### config.mk
export PLATFORM = sky130hd
export DESIGN_NAME = aes_result_ser
export DESIGN_NICKNAME = d
export VERILOG_FILES = /design/src/rtl/aes_pkg.sv /design/src/rtl/aes_result_ser.sv
export SDC_FILE = /design/constraint.sdc
export NUM_CORES = 1
export LEC_CHECK = 0
export ABC_AREA = 1
export CAP_MARGIN = 20
export CORE_MARGIN = 4
export CORE_UTILIZATION = 40
export DETAILED_ROUTE_END_ITERATION = 12
export HOLD_SLACK_MARGIN = 0.06
export PLACE_DENSITY_LB_ADDON = 0.05
export SETUP_SLACK_MARGIN = 0.05
export SYNTH_ARGS = -nofsm -noshare
export SYNTH_HDL_FRONTEND = slang
export SYNTH_SLANG_ARGS = --single-unit
### constraint.sdc
create_clock -name clk -period 1.6 [get_ports clk]
set_clock_uncertainty 0.1 [all_clocks]
set_input_delay 0.32 -clock clk [delete_from_list [all_inputs] [get_ports clk]]
set_output_delay 0.32 -clock clk [all_outputs]
set_load 0.03 [all_outputs]
### src/rtl/aes_pkg.sv
// Shared AES package: default block/byte widths and the result-serializer FSM encoding,
// common to the AES core, host controller and aes_result_ser.
package aes_pkg;

    localparam int AES_DW_DEF = 128;
    localparam int BYTE_W_DEF = 8;

    localparam logic [1:0] ST_IDLE = 2'd0;
    localparam logic [1:0] ST_SEND = 2'd1;
    localparam logic [1:0] ST_CSUM = 2'd2;

endpackage

### src/rtl/aes_result_ser.sv
// Serialises an AES result block into bytes (MSB-first) with a valid/ready handshake.
// Define AES_SER_CHECKSUM_EN to append an XOR checksum byte after each block.
module aes_result_ser
    import aes_pkg::*;
#(
    parameter int AES_DW = AES_DW_DEF,
    parameter int BYTE_W = BYTE_W_DEF
) (
    input  logic                clk,
    input  logic                rst_n,
    input  logic [0:AES_DW-1]   blk_i,
    input  logic                blk_valid_i,
    output logic [BYTE_W-1:0]   byte_o,
    output logic                byte_valid_o,
    input  logic                byte_ready_i,
    output logic                busy_o,
    output logic                overrun_o,
    input  logic                clr_overrun_i
);

    localparam int NBYTES = AES_DW / BYTE_W;
    localparam int IDX_W  = $clog2(NBYTES + 1);
    localparam logic [IDX_W-1:0] LAST_IDX = IDX_W'(NBYTES - 1);

    logic [1:0]        state;
    logic [0:AES_DW-1] shreg;
    logic [IDX_W-1:0]  idx;
    logic              overrun;
    logic [BYTE_W-1:0] cur;
    logic              xfer;
    logic              final_xfer;
    logic              ovr_set;
`ifdef AES_SER_CHECKSUM_EN
    logic [BYTE_W-1:0] csum;
`endif

    assign cur          = shreg[0 +: BYTE_W];
    assign byte_valid_o = (state != ST_IDLE);
    assign busy_o       = (state != ST_IDLE);
    assign overrun_o    = overrun;
    assign xfer         = byte_valid_o && byte_ready_i;

`ifdef AES_SER_CHECKSUM_EN
    assign final_xfer = xfer && (state == ST_CSUM);
`else
    assign final_xfer = xfer && (state == ST_SEND) && (idx == LAST_IDX);
`endif

    // A block arriving on the closing handshake is a legal back-to-back load, not an overrun.
    assign ovr_set = blk_valid_i && (state != ST_IDLE) && !final_xfer;

    always_comb begin
        byte_o = '0;
        if (state == ST_SEND) begin
            byte_o = cur;
        end
`ifdef AES_SER_CHECKSUM_EN
        else if (state == ST_CSUM) begin
            byte_o = csum;
        end
`endif
    end

    always_ff @(posedge clk or negedge rst_n) begin
        if (!rst_n) begin
            state   <= ST_IDLE;
            shreg   <= '0;
            idx     <= '0;
            overrun <= 1'b0;
`ifdef AES_SER_CHECKSUM_EN
            csum    <= '0;
`endif
        end else begin
            if (ovr_set) begin
                overrun <= 1'b1;
            end else if (clr_overrun_i) begin
                overrun <= 1'b0;
            end

            if (final_xfer && blk_valid_i) begin
                state <= ST_SEND;
                shreg <= blk_i;
                idx   <= '0;
`ifdef AES_SER_CHECKSUM_EN
                csum  <= '0;
`endif
            end else begin
                case (state)
                    ST_IDLE: begin
                        if (blk_valid_i) begin
                            state <= ST_SEND;
                            shreg <= blk_i;
                            idx   <= '0;
`ifdef AES_SER_CHECKSUM_EN
                            csum  <= '0;
`endif
                        end
                    end
                    ST_SEND: begin
                        if (xfer) begin
                            shreg <= shreg << BYTE_W;
`ifdef AES_SER_CHECKSUM_EN
                            csum  <= csum ^ cur;
                            idx   <= idx + 1'b1;
                            if (idx == LAST_IDX) begin
                                state <= ST_CSUM;
                            end
`else
                            if (idx == LAST_IDX) begin
                                state <= ST_IDLE;
                                idx   <= '0;
                            end else begin
                                idx   <= idx + 1'b1;
                            end
`endif
                        end
                    end
`ifdef AES_SER_CHECKSUM_EN
                    ST_CSUM: begin
                        if (xfer) begin
                            state <= ST_IDLE;
                            idx   <= '0;
                        end
                    end
`endif
                    default: begin
                        state <= ST_IDLE;
                        idx   <= '0;
                    end
                endcase
            end
        end
    end

endmodule

==> results of run 1 <==
## logic make-up (layout without fill, tap and decap cells)
family / Yosys count / in the layout
buffers and inverters: 337 / 525
and+or+nand+nor: 633 / 633
AOI/OAI and AO/OA: 19 / 19
DFF: 135 / 135
adders and majority gates: 1 / 1
## synth_stat cells, types with 3 or more instances
cell,count,share of area [%]
a21oi_1,6,0.39
buf_1,3,0.15
buf_2,33,2.1
buf_4,4,0.39
buf_6,4,0.59
clkbuf_1,40,2.0
dfrtp_1,135,44
inv_1,252,12
nand2_1,386,19
nand3_1,124,8.1
nand4_1,120,9.8
o21ai_0,3,0.20
o22ai_1,8,0.65
## how the worst max path moves through the flow
stage | from | end
4_1_cts | state[0] | byte_o[5]
3_5_place_dp | byte_ready_i | shreg[96]
5_1_grt | state[0] | shreg[123]
6_report | state[0] | byte_o[1]
3_3_place_gp | byte_ready_i | shreg[33]
2_1_floorplan | idx[0] | shreg[117]
## power by group
group / internal, mW / switching [mW] / leakage [nW]
Combinational: 2.58 / 3.13 / 4.23
Sequential: 4.71 / 0.746 / 1.82
Clock: 2.30 / 1.58 / 0.271
Total: 9.59 / 5.46 / 6.32
## repair_timing
item	CTS	global route
pin swaps	6	16
hold buffers	1	0
gates resized for setup	68	59
hold endpoints to repair	135	0
buffers inserted	21	2
endpoints found under the setup margin	144	145
gates cloned	12	11
## metal layers
metal  vias up  routed length (um)  track usage [%]
met2       267               12050            36.28
met5         -                   0                0
met1      3621               11910            32.47
li1       3837                   -                -
met4         0                 363            6.820
met3        26                1445            4.004
## area by class of cell
cell class / instances / area (um^2) / share of cell area [%]
Timing Repair Buffer: 240 / 2997 / 26.25
Clock buffer: 22 / 484.2 / 4.242
Multi-Input combinational cell: 653 / 3204 / 28.07
Sequential cell: 135 / 3379 / 29.61
Clock inverter: 10 / 95.09 / 0.8331
Inverter: 253 / 962.2 / 8.429
Tap cell: 234 / 292.8 / 2.565
## registers in the layout, indices dropped and copies added (netlist names)
register	cells
shreg	128
idx	5
overrun_o	1
state	1
## worst max-delay path, cell delays in order (launching register included)
cell	delay (ps)
dfrtp_2	460
buf_6	170
nand2_2	60
inv_1	40
buf_6	130
## metrics by stage
step	util (%)	hold WS (ps)	cells	area (um^2)	TNS [ps]
final	60.82	226.7	1547	11410	-8265
after global routing	60.82	257.2	1547	11410	-15350
after CTS	58.79	232.5	1538	11030	-5192
after detailed placement	51.66	122.3	1473	9696	-51960
after global placement	51.66	126.5	1473	9696	-53200
after floorplan	-	-75.59	1125	7772	0
==> impl_metrics.tcl, run 1 <==
set metrics [dict create \
    outcome "finished with violations" \
    failed_checks "setup timing" \
    drtIter0Drc 537 \
    wl_um 25770 \
    p_total_mw 15.04 \
    numCtsBuffers 17 \
    clock_latency_ps 430 \
    reg2reg_from "state[0]" \
    setup_viol 144 \
    synth_top_family_by_area "simple AND/OR/NAND/NOR gates" \
    area_growth_pct 48.56 \
    drc_errors 0 \
    synthFlopType "dfrtp_1" \
    synth_fa_ha_area_share_pct 0.1628 \
    cp-start-kind "register" \
    yosysWarnings 0 \
    grt_pass1_wl_um 39920 \
    worst_pin_slew_ps 307.0 \
    globalplace.congestion 0.7950 \
    synth_xor_xnor_area_share_pct 0 \
    layout.cells.most_common "nand2_1" \
    ys_seq_area_share_pct 43.97 \
    dp_hpwl_um 14540 \
    hold_class "primary input to asynchronous set/reset pin" \
    ios 144 \
    pre_cts_slack_ps -438.1 \
    clock_sinks 135 \
    drive_above_1_share_pct 15.00 \
    synth_nets 1259 \
    ys_async_sr_fraction_pct 100.0 \
    ys_seq_elements 135 \
    detail_route.vias_per_cell 5.010 \
    syn_area_um2 7684 \
    fmax_ghz 0.5881 \
    dr.pass1.iters 5 \
    cts_tree "built" \
    rows 50 \
    gr-usage-all-layers_pct 22.99 \
    clk_pin_slew_worst_paths_ps 70 \
    antenna_found_initial 0 \
    wl_per_cell_um 16.66 \
    crit_arrival_ps 1280 \
    initial_core_util_pct 40.94 \
    hold_violations 0 \
    dieWidth_um 146.6 \
    synth_cells 1125 \
    die_height_um 146.6 \
    r2r_slack_ps -90 \
    path_class "register to output pin" \
    setup_ws_ps -100.4 \
    synthMuxAreaShare_pct 0 \
    cts_max_path_buffers 2 \
    synth_edf_count 0 \
    relSlewSlack_pct 79.53 \
    vias 7751 \
    slew_viol_final 0 \
    core_area_um2 18770 \
    dieArea_um2 21490 \
    end_kind "output pin" \
    yosysUniqueCellTypes 19 \
    cp_max_fo 7 \
    p_leak_nw 6.319 \
    root_buffer "clkbuf_16" \
    n_antenna_cell 0 \
    yosys.area_share.simple_pct 36.88 \
    cts_max_level 4 \
    drv_cap 0 \
    rsz0062_at_grt "true" \
    port_buffers 143 \
    synth-compound-area-share_pct 1.400 \
    layout.cells.most_common_list "nand2_1, inv_1, dfrtp_1" \
    grt_start_max_net_pins 40 \
    ant_nets 0 \
    synth_area_per_cell_um2 6.830 \
    r2r-end "shreg[112]" \
    nFillCells 1727 \
    powerDensity_nw_per_um2 1318 \
    final_nets 1434 \
    grt_pass1_vias 7629 \
    fin_crit_sh_pct 106.3 \
    required_ps 1180 \
    final.min_clock_period_ps 1700 \
    reg2reg_depth 8 \
    grt_overflow_total 0 \
    ir_drop_mv 0.7133 \
]
No activity file was read; power rests on OpenSTA's default activity.
==> run 2, diff against run 1 <==
Settings changed: CTS_CLUSTER_DIAMETER from default to 50, GPL_TIMING_DRIVEN from default to 0.
==> impl_metrics.tcl, run 2 (same netlist as run 1, synthesis figures left out) <==
set metrics [dict create \
    area_growth_pct 53.69 \
    outcome "finished with violations" \
    clock_latency_ps 430 \
    p_total_mw 15.77 \
    root_buffer "clkbuf_16" \
    drive_above_1_share_pct 24.10 \
    cp_top_family "simple AND/OR/NAND/NOR gates" \
    grt_pass1_vias 7240 \
    slew_viol_final 0 \
    dieWidth_um 146.6 \
    wl_per_cell_um 15.15 \
    globalplace.congestion 0.7872 \
    clk_pin_slew_worst_paths_ps 70 \
    end_kind "register" \
    crit_top_cell "nand2_1" \
    gr-usage-all-layers_pct 20.91 \
    wl_um 23730 \
    hold_class "primary input to asynchronous set/reset pin" \
    path_class "register to register" \
    cp_cell_sequence "ha_2, nand3_2, nand2_4, nand3_4, clkbuf_16, buf_8, nand2_1, nand3_1, nand2_1" \
    clock_sinks 135 \
    fmax_ghz 0.5575 \
    largest_reg_flops 128 \
    ir_drop_mv 0.9407 \
    ant_nets 0 \
    core_area_um2 18770 \
    required_ps 1860 \
    cts_max_level 4 \
    port_buffers 143 \
    worst_pin_slew_ps 486.1 \
    path_buf_inv 2 \
    cts_tree "built" \
    reg2reg_depth 9 \
    dieArea_um2 21490 \
    layout.cells.most_common "nand2_1" \
    detail_route.vias_per_cell 4.865 \
    worst_path_max_delay_cell "dfrtp_1" \
    antenna_found_initial 0 \
    critPathMaxStageDelay_ps 370 \
    cts_max_path_buffers 2 \
    fin_crit_sh_pct 112.1 \
    rows 50 \
    failed_checks "setup timing" \
    initial_core_util_pct 40.94 \
    numCtsBuffers 17 \
    setup_ws_ps -193.7 \
    cp-start-kind "register" \
    ios 144 \
    drv_cap 0 \
    grt_start_max_net_pins 95 \
    p_leak_nw 6.360 \
    crit_cells 9 \
    crit_arrival_ps 2050 \
    n_antenna_cell 0 \
    relSlewSlack_pct 67.59 \
    placedInstanceArea_um2 9525 \
    cp_max_fo 5 \
    postLayoutCellArea_um2 11810 \
    final.min_clock_period_ps 1794 \
    rsz0062_at_grt "true" \
    die_height_um 146.6 \
    dp_hpwl_um 15290 \
    powerDensity_nw_per_um2 1336 \
    drc_errors 0 \
    dr.pass1.iters 5 \
    r2r_slack_ps -190 \
    setup_viol 143 \
    reg2reg_from "idx[0]" \
    grt_overflow_total 0 \
    largestRegisters "shreg x128, idx x5" \
    hold_violations 0 \
    r2r-end "shreg[16]" \
    final_nets 1453 \
    drtIter0Drc 346 \
    largest_register "shreg" \
    vias 7619 \
    grt_pass1_wl_um 36380 \
    layout.cells.most_common_list "nand2_1, inv_1, dfrtp_1" \
]
[run 2: cell types whose count changed in the layout (fill, tap and decap cells not counted), sizes merged, moves of 2 or more]
cell and change:
clkbuf +25, buf -11, clkinv +3, bufinv +2
[run 2: layer usage]
layer,vias to the layer above,wire (um),global-route usage (%)
li1,3870,-,-
met1,3556,10970,29.09
met2,165,11350,33.26
met3,28,1060,4.345
met4,0,344,5.597
met5,-,0,0
[run 2: how the worst max path moves through the flow]
stage / end / startpoint / slack, ps
2_1_floorplan: shreg[117] / idx[0] / 50
5_1_grt: shreg[48] / idx[1] / -260
6_report: shreg[16] / idx[0] / -190
3_3_place_gp: state[0] / rst_n / -6250
4_1_cts: byte_o[0] / state[0] / -150
3_5_place_dp: shreg[74] / byte_ready_i / -850
[run 2: power breakdown]
group	switching (mW)	internal, mW
clock network	1.62	2.45
logic	3.41	2.83
registers	0.752	4.70
total	5.79	9.99
[run 2: stage by stage]
stage	setup slack, ps	TNS (ps)	util, %	hold slack (ps)	std cells
global placement	-6253	-873660	50.60	362.4	1502
finish	-193.7	-18270	62.92	277.8	1566
global route	-259.5	-26830	62.92	263.1	1566
CTS	-154.5	-15210	56.87	282.0	1549
detailed placement	-854.1	-98450	50.75	179.0	1503
floorplan	46.80	0	-	-75.59	1125
[run 2: cell type report]
class	count	area (um^2)
plain buffers	84	899.6
clock buffers	17	425.4
clock inverters	15	178.9
fillers	1698	6959
inverters	253	952.2
multi-input cells	653	3660
flip-flops and latches	135	3379
well taps	234	292.8
repair buffers	175	2021
[run 2: worst register-to-register path, stage by stage (launching register included)]
cell and delay, ps:
dfrtp_1 370, ha_2 210, nand3_2 100, nand2_4 190
nand3_4 170, clkbuf_16 230, buf_8 150, nand2_1 50
nand3_1 70, nand2_1 90
[run 2: timing repair]
item,CTS,global route
buffers inserted,8,4
gates resized for setup,179,229
setup endpoints to repair,146,145
pin swaps,2,94
hold buffers,1,0
cloned,5,14
endpoints found under the hold margin,41,0
